### config.mk
export PLATFORM = sky130hd
export DESIGN_NAME = ex_mem_reg
export DESIGN_NICKNAME = d
export VERILOG_FILES = /design/src/rtl/ex_mem_reg.sv
export SDC_FILE = /design/constraint.sdc
export NUM_CORES = 1
export LEC_CHECK = 0
export ABC_AREA = 1
export ABC_CLOCK_PERIOD_IN_PS = 1900
export CAP_MARGIN = 20
export CORE_MARGIN = 2
export CORE_UTILIZATION = 35
export CTS_CLUSTER_DIAMETER = 80
export DETAILED_ROUTE_END_ITERATION = 6
export HOLD_SLACK_MARGIN = 0.06
export PLACE_DENSITY = 0.77
export SLEW_MARGIN = 20
export SYNTH_ARGS = -nofsm -noshare
export SYNTH_HDL_FRONTEND = slang
export SYNTH_SLANG_ARGS = --single-unit
export TNS_END_PERCENT = 50
### constraint.sdc
create_clock -name clk_i -period 1.9 [get_ports clk_i]
set_input_delay 0.38 -clock clk_i [delete_from_list [all_inputs] [get_ports clk_i]]
set_output_delay 0.38 -clock clk_i [all_outputs]
set_load 0.01 [all_outputs]
### src/rtl/ex_mem_reg.sv
// EX/MEM pipeline register with hazard detect and optional perf counters.
// Optional counters enabled by defining EX_MEM_PERF_CNT_EN.
module ex_mem_reg #(
    parameter int CNT_W = 32
) (
    input  logic             clk_i,
    input  logic             rst_ni,
    input  logic             stall_i,
    input  logic             flush_i,
    input  logic             valid_i,
    input  logic [31:0]      alu_data_i,
    input  logic [31:0]      rs2_data_i,
    input  logic [4:0]       rd_addr_i,
    input  logic [3:0]       ctrl_i,
    input  logic [4:0]       id_rs1_addr_i,
    input  logic [4:0]       id_rs2_addr_i,
    output logic             valid_o,
    output logic [31:0]      alu_data_o,
    output logic [31:0]      rs2_data_o,
    output logic [4:0]       rd_addr_o,
    output logic [3:0]       ctrl_o,
    output logic             hazard_o,
    output logic [CNT_W-1:0] stall_cnt_o,
    output logic [CNT_W-1:0] bubble_cnt_o
);

    logic [3:0] ctrl_cap;
    logic       rd_nz;

    // Bubbles carry no control; x0 is never a write target.
    assign rd_nz    = (rd_addr_i != 5'd0);
    assign ctrl_cap = valid_i ? {ctrl_i[3] & rd_nz, ctrl_i[2:0]} : 4'b0000;

    always_ff @(posedge clk_i or negedge rst_ni) begin
        if (!rst_ni) begin
            valid_o    <= 1'b0;
            alu_data_o <= 32'd0;
            rs2_data_o <= 32'd0;
            rd_addr_o  <= 5'd0;
            ctrl_o     <= 4'b0000;
        end else if (flush_i) begin
            valid_o    <= 1'b0;
            alu_data_o <= 32'd0;
            rs2_data_o <= 32'd0;
            rd_addr_o  <= 5'd0;
            ctrl_o     <= 4'b0000;
        end else if (!stall_i) begin
            valid_o    <= valid_i;
            alu_data_o <= alu_data_i;
            rs2_data_o <= rs2_data_i;
            rd_addr_o  <= rd_addr_i;
            ctrl_o     <= ctrl_cap;
        end
    end

    assign hazard_o = valid_o & ctrl_o[3] & (rd_addr_o != 5'd0) &
                      ((rd_addr_o == id_rs1_addr_i) |
                       (rd_addr_o == id_rs2_addr_i));

`ifdef EX_MEM_PERF_CNT_EN
    logic stall_evt;
    logic bubble_evt;

    assign stall_evt  = stall_i & ~flush_i;
    assign bubble_evt = flush_i | (~stall_i & ~valid_i);

    // Saturating counters: hold at all-ones instead of wrapping.
    always_ff @(posedge clk_i or negedge rst_ni) begin
        if (!rst_ni) begin
            stall_cnt_o  <= '0;
            bubble_cnt_o <= '0;
        end else begin
            if (stall_evt && (stall_cnt_o != '1))
                stall_cnt_o <= stall_cnt_o + 1'b1;
            if (bubble_evt && (bubble_cnt_o != '1))
                bubble_cnt_o <= bubble_cnt_o + 1'b1;
        end
    end
`else
    assign stall_cnt_o  = '0;
    assign bubble_cnt_o = '0;
`endif

endmodule

==> results.py <==
metrics = {
    "placed_design": {
        "gp_congestion": 0.724,
        "port_buffers": 162,
        "dp_cells": 712,
        "dp_hpwl_mm": 7.12,
    },
    "route": {
        "drt-vias-per-instance": 4.44,
        "drtAntennaViolNets": 0,
        "vias": 3267,
        "wl_per_cell_um": 13.4,
        "drt_iter0_drc": 189,
        "drc": 0,
        "wirelength_mm": 9.87,
        "firstDrtPassIters": 4,
    },
    "cells_and_area": {
        "area_growth_pct": 52.4,
        "finish.utilization_pct": 54.1,
        "layout_common_cells": "152 x clkdlybuf4s50_1, 149 x nand2_1, 72 x dfrtp_1",
        "antenna_cells": 0,
        "layout_commonest_cell": "clkdlybuf4s50_1",
        "fin_cells": 735,
        "layout-drive-gt1-share_pct": 9.02,
        "nNetsFinal": 682,
    },
    "logic_synthesis": {
        "yosysSeqAreaShare_pct": 51.5,
        "synth_area_um2": 3600,
        "syn_area_per_cell_um2": 8.47,
        "ys_ff_latch": 74,
        "ys_warn_count": 0,
        "ys_types": 21,
        "syn_inst": 425,
    },
    "floorplanning": {
        "die_area_um2": 11100,
        "num_rows": 37,
        "ios": 227,
        "start_util_pct": 35.5,
        "core_um2": 10100,
        "die_w_um": 105,
        "dieHeight_um": 105,
    },
    "sta": {
        "period_share_pct": 96.6,
        "finClkSkew_ns": 0,
        "timing.setup.tns_ns": 0,
        "drv_slew": 0,
        "hold_viol_final": 0,
        "period_needed_ns": 1.84,
        "fmax_mhz": 545,
        "report.final.setup_viol": 0,
    },
    "grt": {
        "grt_usage_pct": 17.4,
        "gr-total-overflow": 0,
        "grt_pass1_vias": 3242,
        "grt_pass1_wl_mm": 15.6,
        "grt_max_degree": 48,
        "grt_antenna_before_repair": 0,
    },
    "clock_tree": {
        "clock_tree.root_cell": "clkbuf_8",
        "htree_num_levels": 3,
        "clk_pin_slew_ns": 0.07,
        "clk_latency_ns": 0.34,
        "numClockSinks": 74,
        "cts_buffers": 9,
        "cts_tree": "done",
        "clock_path_buffers": 2,
    },
    "power_and_ir_drop": {
        "p_comb_share_pct": 19.2,
        "ir_drop_mv": 0.359,
        "p_sw_share_pct": 26.1,
        "seqPwrFrac_pct": 44.3,
        "clkPwrFrac_pct": 36.5,
        "switchingPower_mw": 1.01,
        "p_int_mw": 2.87,
        "p_leak_nw": 2.82,
        "power-per-cell-area_nw_per_um2": 709,
    },
    "setup_path": {
        "cp-start-kind": "flop",
        "end_kind": "primary output",
        "crit_arrival_ns": 1.46,
        "crit_fanout": 5,
        "cp.required_ns": 1.52,
        "ff2ff_setup_slack_ns": 1.05,
        "criticalPathCategory": "reg -> out",
    },
    "run": {
        "drv_cap": 0,
    },
    "run_status": {
        "status": "finished clean",
    },
    "min_path": {
        "hold_path.class": "in -> reg",
    },
}
[sequential cells by signal (all words and copies together) (netlist names)]
signal	cells
rs2_data_o	32
ctrl_o	4
alu_data_o	32
rd_addr_o	5
valid_o	1
[cell usage after synthesis]
| cell type | n | area [µm²] |
|---|---|---|
| a21oi_1 | 1 | 5.00 |
| a32o_1 | 3 | 30.0 |
| buf_2 | 6 | 30.0 |
| buf_4 | 65 | 488 |
| buf_6 | 4 | 45.0 |
| clkbuf_1 | 11 | 41.3 |
| conb_1 | 1 | 3.75 |
| dfrtp_1 | 74 | 1850 |
| inv_1 | 17 | 63.8 |
| inv_2 | 1 | 3.75 |
| nand2_1 | 152 | 571 |
| nand2_2 | 1 | 6.26 |
| nand3_1 | 71 | 355 |
| nand4_1 | 1 | 6.26 |
| nor2_1 | 7 | 26.3 |
| nor2_4 | 1 | 11.3 |
| nor3_1 | 1 | 5.00 |
| o21ai_0 | 2 | 10.0 |
| o22ai_1 | 3 | 18.8 |
| xnor2_1 | 2 | 17.5 |
| xor2_1 | 1 | 8.76 |
[per-layer routing]
layer	track usage, %	vias up	routed length [µm]
met5	0	-	0
met4	5.90	0	159
met3	4.02	13	607
met2	30.2	160	5070
met1	21.2	1549	4030
li1	-	1545	-
[final cells by class]
class / count / area, µm²
fill: 878 / 4660
sequential: 74 / 1850
timing repair buffer: 181 / 1810
multi-input combinational: 310 / 1340
tap: 136 / 170
clock buffer: 11 / 151
clock inverter: 5 / 85.1
inverter: 18 / 67.6
[critical path: stages, from the launching register on]
cell     delay [ns]
dfrtp_1        0.44
buf_4          0.16
xnor2_1        0.16
nand3_1        0.09
a21oi_1        0.12
buf_2          0.15
[stage by stage]
stage | hold WS (ns) | cell area [µm²] | worst slack [ns] | power (mW)
after floorplan | 0.0844 | 3830 | 0.529 | 2.11
after global placement | 0.324 | 5140 | -0.362 | 2.46
after detailed placement | 0.325 | 5140 | -0.410 | 2.47
after CTS | 0.369 | 5380 | 0.00995 | 3.91
after global routing | 0.396 | 5480 | -0.0341 | 4.08
final | 0.378 | 5480 | 0.0649 | 3.88
[cell families (layout without fill, tap and decap cells)]
family	Yosys count	after routing	share of synthesized area, %
flip-flops	74	74	51.5
buffers and inverters	104	215	18.7
AND/OR/NAND/NOR	234	234	27.3
AO/OA/AOI/OAI	9	9	1.77
XOR/XNOR	3	3	0.730
other	1	64	0.104
[final timing paths]
check,start,end,cells after the start
max,rd_addr_o[3]$_DFFE_PN0P_,hazard_o,5
min,stall_i,valid_o$_DFFE_PN0P_,4
max reg2reg,rd_addr_o[4]$_DFFE_PN0P_,rd_addr_o[4]$_DFFE_PN0P_,3
min reg2reg,alu_data_o[19]$_DFFE_PN0P_,alu_data_o[19]$_DFFE_PN0P_,2
max in group asynchronous,rst_ni,alu_data_o[27]$_DFFE_PN0P_,3
min in group asynchronous,rst_ni,rs2_data_o[15]$_DFFE_PN0P_,2
[power groups by stage]
| stage | combinational (mW) | sequential [mW] | clock (mW) |
|---|---|---|---|
| 3_3_place_gp | 0.716 | 1.74 | 0 |
| 3_5_place_dp | 0.726 | 1.75 | 0 |
| 2_1_floorplan | 0.326 | 1.78 | 0 |
| 4_1_cts | 0.729 | 1.72 | 1.47 |
| 5_1_grt | 0.811 | 1.73 | 1.54 |
| 6_report | 0.746 | 1.72 | 1.42 |
[what timing repair did]
item | in CTS | in global routing
hold buffers | 1 | 0
pin swaps | 1 | 7
hold endpoints to repair | 27 | 0
buffers inserted | 0 | 6
gates resized for setup | 4 | 22
setup endpoints to repair | 1 | 1
Note: power is estimated with default switching activity, not from simulation.
==> edit, RTL diff (config.mk and constraints unchanged) <==
Build with the macro `EX_MEM_PERF_CNT_EN` defined.
--- a/src/rtl/ex_mem_reg.sv
+++ b/src/rtl/ex_mem_reg.sv
@@ -1,5 +1,7 @@
 // EX/MEM pipeline register with hazard detect and optional perf counters.
 // Optional counters enabled by defining EX_MEM_PERF_CNT_EN.
+`define EX_MEM_PERF_CNT_EN
+
 module ex_mem_reg #(
     parameter int CNT_W = 32
 ) (
Behaviour: not the same (a bounded check fails within 4 cycles, from zero or initial values and one cycle with rst_ni low).
==> edit against the original RTL <==
  * The run now ends with setup timing left
  * Total power increased by 110%
  * Wire length increased by 130%
  * Area after synthesis increased by 100%
  * Worst hold slack got worse by 140 ps
  * Die area increased by 100%
  * Cell count increased by 110%
  * Sequential cell count increased by 64
  * Setup slack got worse by 72 ps
  * Cell area increased by 96%
==> edit: results (changes against the original RTL) <==
layout cells sized above 1 = 8.159% (-0.86 points)
Pint = 0.005949 W (+110%)
global-route wire length before repair = 35960 µm (+130%)
GRT Util Overall = 20.48% (+3.1 points)
setup TNS = -6.815 ps (-6.815 ps)
peak supply drop = 564.8 µV (+57%)
met1 Use GR = 25.91% (+4.7 points)
Post-Synth Adder-Cell Area = 0.3396% (+0.34 points)
endpoints failing setup = 1 (+1)
Reg2Reg Depth = 10 (+7)
GP Congestion = 0.8952 (+24%)
Leakage = 4.786 nW (+70%)
Resized cells post-CTS = 12 (+8)
Clk Latency, worst-skew pair = 420 ps (+80 ps)
# H-tree levels = 4 (+1)
Post-Synth XOR/XNOR Area = 3.803% (+3.1 points)
met2 global-route usage = 34.22% (+4.0 points)
GR Layer Usage met3 = 4.281% (+0.26 points)
failing checks = setup timing
slack of the critical path = -6.815 ps (-71.72 ps)
Vias = 7454 (+130%)
CTS Buf Count = 17 (+8)
max layer used = met5
post-synthesis sequential area ratio = 46.86% (-4.6 points)
initial antenna violation count = 2 (+2)
Syn Inst Count = 1027 (+140%)
Finished Layout Cells = 1563 (+110%)
nets@finish = 1364 (+100%)
Synth area leaders = dfrtp_1 47%, nand2_1 19%, nor2_1 12%, o21ai_0 5.1%, inv_1 3.0%
top cells by count, synth = 366 x nand2_1, 233 x nor2_1, 138 x dfrtp_1
sequential power share = 40.7% (-3.6 points)
compound-gate portion of the synthesized area = 6.027% (+4.3 points)
worst-path fanout max = 4 (-1)
number of global-route vias before repair = 7089 (+120%)
Yosys cell types = 34 (+62%)
status = complete, but fails checks
RR Startpoint = stall_cnt_o[1]
metal2 WL = 10760 µm (+110%)
combinational share of power = 16.6% (-2.6 points)
==> edit: cell count changes after synthesis, sizes merged, moves of 10 or more <==
cell	change
xnor2	+15
xor2	+14
nand3b	+10
nand2	+218
nor2	+233
buf	-66
inv	+43
o21ai	+74
nand3	-31
dfrtp	+64
clkbuf	+10
==> edit: kinds of logic (layout without fill, tap and decap cells) <==
| kind of cell | count (synthesis) | count (layout) |
|---|---|---|
| buf+inv | 92 | 352 |
| simple gates | 679 | 679 |
| compound gates | 84 | 84 |
| flops | 138 | 138 |
| other cells | 0 | 1 |
| fa+ha+maj | 2 | 2 |
| xor+xnor | 32 | 32 |
==> edit: cell type report <==
class	count	area, µm²
Fill cell	2004	10090
Antenna cell	1	2.502
Inverter	62	232.7
Tap cell	275	344.1
Clock buffer	17	425.4
Timing Repair Buffer	258	2546
Sequential cell	138	3473
Multi-Input combinational cell	797	3522
Clock inverter	15	187.7
==> edit: through the flow <==
| stage | instance area (µm²) | hold slack (ps) |
|---|---|---|
| 2_1_floorplan | 7370 | 84.41 |
| 3_3_place_gp | 10080 | 295.1 |
| 3_5_place_dp | 10080 | 296.9 |
| 4_1_cts | 10690 | 217.7 |
| 5_1_grt | 10730 | 246.6 |
| 6_report | 10730 | 238.1 |
==> edit: how the worst max path moves through the flow <==
| stage | startpoint | end | slack (ps) | cells past startpoint |
|---|---|---|---|---|
| 3_5_place_dp | id_rs1_addr_i[1] | hazard_o | -450 | 6 |
| 5_1_grt | rd_addr_o[1] | hazard_o | -80 | 5 |
| 4_1_cts | rd_addr_o[1] | hazard_o | -50 | 5 |
| 6_report | rd_addr_o[3] | hazard_o | -7 | 5 |
| 2_1_floorplan | stall_cnt_o[0] | stall_cnt_o[29] | 210 | 11 |
| 3_3_place_gp | id_rs1_addr_i[1] | hazard_o | -480 | 6 |
